[src/rtl/mem_arb_pkg.sv]
// Shared types and default sizes for the single-port memory arbiter.
// The response owner enum tags which requester the next cycle's read data belongs to.
package mem_arb_pkg;

  localparam int ADDR_W_DEF       = 16;
  localparam int DATA_W_DEF       = 32;
  localparam int MAX_DATA_RUN_DEF = 4;

  typedef enum logic [1:0] {
    RSP_NONE = 2'd0,
    RSP_IF   = 2'd1,
    RSP_LS   = 2'd2
  } rsp_owner_t;

endpackage

[src/rtl/mem_arb_starve_cnt.sv]
// Saturating run counter of back-to-back load/store grants taken while fetch waits.
// Raises force_if once the run reaches MAX_DATA_RUN so fetch gets the next slot.
module mem_arb_starve_cnt
  import mem_arb_pkg::*;
#(
  parameter int MAX_DATA_RUN = MAX_DATA_RUN_DEF
) (
  input  logic clk,
  input  logic rst,
  input  logic if_req,
  input  logic ls_gnt,
  input  logic if_gnt,
  output logic force_if
);

  localparam logic [3:0] MAX_CNT = 4'(MAX_DATA_RUN);

  logic [3:0] run_cnt_q;
  logic [3:0] run_cnt_d;

  // A fetch grant or an idle fetch port ends the run; otherwise count ls wins.
  always_comb begin
    run_cnt_d = run_cnt_q;
    if (if_gnt || !if_req) begin
      run_cnt_d = 4'd0;
    end else if (ls_gnt && (run_cnt_q != MAX_CNT)) begin
      run_cnt_d = run_cnt_q + 4'd1;
    end
  end

  always_ff @(posedge clk) begin
    if (rst) begin
      run_cnt_q <= 4'd0;
    end else begin
      run_cnt_q <= run_cnt_d;
    end
  end

  assign force_if = if_req & (run_cnt_q == MAX_CNT);

endmodule

[src/rtl/mem_arbiter.sv]
// Arbitrates one synchronous single-port memory between fetch and load/store,
// with load/store priority, bounded fetch starvation and 1-cycle read routing.
module mem_arbiter
  import mem_arb_pkg::*;
#(
  parameter int ADDR_W       = ADDR_W_DEF,
  parameter int DATA_W       = DATA_W_DEF,
  parameter int MAX_DATA_RUN = MAX_DATA_RUN_DEF
) (
  input  logic              clk,
  input  logic              rst,
  input  logic              if_req_i,
  input  logic [ADDR_W-1:0] if_addr_i,
  output logic              if_gnt_o,
  output logic              if_rvalid_o,
  output logic [DATA_W-1:0] if_rdata_o,
  input  logic              ls_req_i,
  input  logic              ls_we_i,
  input  logic [ADDR_W-1:0] ls_addr_i,
  input  logic [DATA_W-1:0] ls_wdata_i,
  output logic              ls_gnt_o,
  output logic              ls_rvalid_o,
  output logic [DATA_W-1:0] ls_rdata_o,
  output logic [ADDR_W-1:0] mem_a_o,
  output logic              mem_w_o,
  output logic [DATA_W-1:0] mem_d_o,
  input  logic [DATA_W-1:0] mem_q_i,
  output logic              if_stall_o
);

  logic       force_if;
  rsp_owner_t rsp_owner_q;
  rsp_owner_t rsp_owner_d;

  mem_arb_starve_cnt #(
    .MAX_DATA_RUN(MAX_DATA_RUN)
  ) u_starve_cnt (
    .clk     (clk),
    .rst     (rst),
    .if_req  (if_req_i),
    .ls_gnt  (ls_gnt_o),
    .if_gnt  (if_gnt_o),
    .force_if(force_if)
  );

  assign ls_gnt_o   = ls_req_i & ~force_if & ~rst;
  assign if_gnt_o   = if_req_i & ~ls_gnt_o & ~rst;
  assign if_stall_o = if_req_i & ~if_gnt_o;

  // Memory port mux: the idle memory sees address 0 with no write.
  always_comb begin
    mem_a_o = '0;
    mem_w_o = 1'b0;
    mem_d_o = '0;
    if (ls_gnt_o) begin
      mem_a_o = ls_addr_i;
      mem_w_o = ls_we_i;
      mem_d_o = ls_wdata_i;
    end else if (if_gnt_o) begin
      mem_a_o = if_addr_i;
    end
  end

  always_comb begin
    rsp_owner_d = RSP_NONE;
    if (ls_gnt_o && !ls_we_i) begin
      rsp_owner_d = RSP_LS;
    end else if (if_gnt_o) begin
      rsp_owner_d = RSP_IF;
    end
  end

  always_ff @(posedge clk) begin
    if (rst) begin
      rsp_owner_q <= RSP_NONE;
    end else begin
      rsp_owner_q <= rsp_owner_d;
    end
  end

  // Gated by rst so a read granted just before reset never reports valid.
  assign if_rvalid_o = (rsp_owner_q == RSP_IF) & ~rst;
  assign ls_rvalid_o = (rsp_owner_q == RSP_LS) & ~rst;
  assign if_rdata_o  = mem_q_i;
  assign ls_rdata_o  = mem_q_i;

endmodule

[config.mk]
export PLATFORM = sky130hd
export DESIGN_NAME = mem_arbiter
export DESIGN_NICKNAME = d
export VERILOG_FILES = /design/src/rtl/mem_arb_pkg.sv /design/src/rtl/mem_arb_starve_cnt.sv /design/src/rtl/mem_arbiter.sv
export SDC_FILE = /design/constraint.sdc
export NUM_CORES = 1
export LEC_CHECK = 0
export BUFFER_PORTS_ARGS = -buffer_cell sky130_fd_sc_hd__buf_2
export CAP_MARGIN = 25
export CELL_PAD_IN_SITES_DETAIL_PLACEMENT = 0
export CELL_PAD_IN_SITES_GLOBAL_PLACEMENT = 1
export CORE_ASPECT_RATIO = 0.75
export CORE_UTILIZATION = 14
export DETAILED_ROUTE_END_ITERATION = 10
export PLACE_DENSITY = 0.79
export SLEW_MARGIN = 20
export SYNTH_ARGS = -nofsm -noshare
export SYNTH_HDL_FRONTEND = slang
export SYNTH_SLANG_ARGS = --single-unit
export TNS_END_PERCENT = 10
[constraint.sdc]
create_clock -name clk -period 1.7 [get_ports clk]
set_input_delay 0.17 -clock clk [delete_from_list [all_inputs] [get_ports clk]]
set_output_delay 0.17 -clock clk [all_outputs]
set_load 0.05 [all_outputs]
==> impl_results.md <==
* Worst-Margin Slew at 0.249 ns
* Dpl hpwl at 2730 um
* Leak at 0.000978 uW
* Drt drc at 0
* Initial core utilization at 14.6%
* Maxcap violations at 0
* Netlist Area Pre-Place at 1160 um2
* WP data required at 1.53 ns
* Area delta synth->final at 63.7%
* Setup ws final at -0.183 ns
* Detail Route Antenna Nets at 0
* Non-filler instance count after layout at 319
* Syn nets at 253
* Final net count at 319
* Cell area power density at 479 nW/um2
* CTS sink cnt at 6
* Worst setup EP type: output pin
* TritonCTS clock tree: yes
* Crit path DAT at 1.71 ns
* Failing checks: setup timing
* Top Layer Used: met4
* Setup Crit Path Kind: flop to output pin
* Register area share after synthesis at 10.4%
* Fin util at 23.8%
* HP Class: primary input to flop
* Number of synthesis warnings at 0
* Input/output buffers at 122
* Total GRT Usage at 7.64%
* Met2 WL at 1960 um
* Worst vdd ir at 0.127 mV
* Final hold slack at 0.119 ns
* Num ports at 219
* Clock skew at 0.00176 ns
* Clock transition at path regs at 0.04 ns
* Fmax at 531 MHz
* Critical Path Start Type: flop
* Core box area at 7950 um2
* CTS Buffer Depth at 2
* Endpoints failing hold at 0
* Initial antenna violation count at 0
* Die width at 107 um
* Ant. Diodes at 0
* Vias per Instance at 3.64
* Initial DRC Count at 20
* Final setup vio count at 51
* H-tree depth at 1
* RSZ-0062 raised after global routing: yes
* Fin crit share at 111%
* Global route total overflow at 0
* CTS root buf: clkbuf_8
* DRT met1 WL at 1380 um
* Largest net degree at the start of global routing at 20
* Die area at 8640 um2
* Dpl cells at 313
* Cells after synthesis at 150
* Post-Route WL at 3750 um
* Netlist cell types at 20
* CTS Buf Count at 3
* Yosys reg bits at 6
* Place WS at -0.0447 ns
* Die Ht at 80.7 um
* 1st-pass router iterations at 4
* Final Max Tran Viols at 0
* Fin crit period at 1.88 ns
* Average wire per standard cell at 11.8 um
* Routed vias at 1161
* Global-route wire length before repair at 5140 um
* Vias in the first global route at 1119
* Avg Cell Area, Syn at 7.72 um2
* # fillers at 875
* Status: finished, violations left
* GP Congestion at 0.676
* Metal3 WL at 380 um
* Share of layout cells above drive strength 1 at 68.7%
* Crit-path max FO at 19
* Hold_buf cts at 0
* Row cnt at 28
* Max-Slew Margin vs Limit at 83.5%
* Latest clock arrival within the worst-skew pair at 0.22 ns
sequential cells by signal, summed over array words and instances (netlist names):
register / cells
rsp_owner_q: 2
u_starve_cnt.run_cnt_q: 4
cell usage in the layout (no fill, tap or decap):
cell type	n
buf_2	70
buf_6	50
and2_1	28
a22o_1	16
buf_8	5
buf_4	5
inv_1	4
nor2_1	4
dfxtp_1	4
and2_2	3
clkbuf_8	3
and2_4	2
o211a_1	2
nor3b_1	2
buf_12	2
dfxtp_2	2
inv_2	1
and3b_4	1
nand2b_1	1
a21oi_4	1
nor2b_2	1
or3b_1	1
nor2b_1	1
nand3_1	1
xor2_1	1
xnor2_1	1
ha_2	1
ha_1	1
cell usage after synthesis:
library cell  instances  area [um2]
a22o_1               16         140
a21oi_2               1        8.76
inv_1                 5        18.8
and3b_4               1        12.5
nor3b_1               2        15.0
xnor2_1               1        8.76
buf_2                 3        15.0
and2_1               33         206
buf_6                 2        22.5
buf_4                64         480
nand3_1               1        5.00
nand2b_1              1        6.26
clkbuf_1              2        7.51
dfxtp_1               6         120
nor2_1                4        15.0
ha_1                  2        25.0
xor2_1                1        8.76
or3b_1                1        8.76
nor2b_1               2        12.5
o211a_1               2        20.0
final timing paths:
path / depth (start not counted) / start / slack [ns] / endpoint
max: 8 / u_starve_cnt.run_cnt_q[0] / -0.18 / mem_d_o[26]
min: 2 / ls_we_i / 0.12 / rsp_owner_q[1]
max reg2reg: 5 / u_starve_cnt.run_cnt_q[0] / 0.35 / u_starve_cnt.run_cnt_q[0]
min reg2reg: 2 / u_starve_cnt.run_cnt_q[3] / 0.52 / u_starve_cnt.run_cnt_q[3]
what timing repair did:
action                                 4_1_cts  5_1_grt
setup endpoints to repair                   52       52
resized for setup                          110        8
endpoints found under the hold margin        0        0
buffers inserted                             2        1
cloned                                       1        0
pin swaps                                    6        6
metal layers:
| metal | track usage (%) | vias up |
|---|---|---|
| met3 | 3.29 | 7 |
| met4 | 2.05 | 0 |
| li1 | - | 545 |
| met2 | 13.6 | 83 |
| met1 | 8.36 | 526 |
| met5 | 0 | - |
cell type report:
cell class	count	area, um2	share of cell area (%)
clock buffer	3	41.3	2.18
inverter	5	18.8	0.991
multi-input combinational	68	514	27.1
sequential	6	123	6.47
tap	105	131	6.94
timing repair buffer	132	1070	56.3
worst max-delay path: stages, from the launching register on:
cell	delay [ns]
dfxtp_2	0.32
inv_2	0.03
ha_2	0.16
and3b_4	0.19
a21oi_4	0.17
buf_6	0.13
buf_12	0.13
and2_1	0.17
buf_6	0.17
where the power goes:
group | total [uW] | internal (uW) | switching, uW
sequential | 147 | 145 | 1.67
clock | 214 | 152 | 61.4
combinational | 548 | 230 | 318
total | 908 | 527 | 381
logic make-up (layout without fill, tap and decap cells):
kind of cell,Yosys count,after routing,share of synthesized area (%)
buf+inv,76,140,47.0
simple gates,45,45,24.3
compound gates,19,19,14.6
flops,6,6,10.4
fa+ha+maj,2,2,2.16
xor+xnor,2,2,1.51
through the flow:
| stage | area, um2 | total power, uW | setup TNS (ns) |
|---|---|---|---|
| finish | 1890 | 908 | -6.51 |
| detailed placement | 1470 | 595 | -1.07 |
| CTS | 1890 | 915 | -7.17 |
| floorplan | 1170 | 845 | -4.30 |
| global placement | 1470 | 592 | 0 |
| global route | 1890 | 952 | -10.32 |
Note: power is estimated with default switching activity, not from simulation.
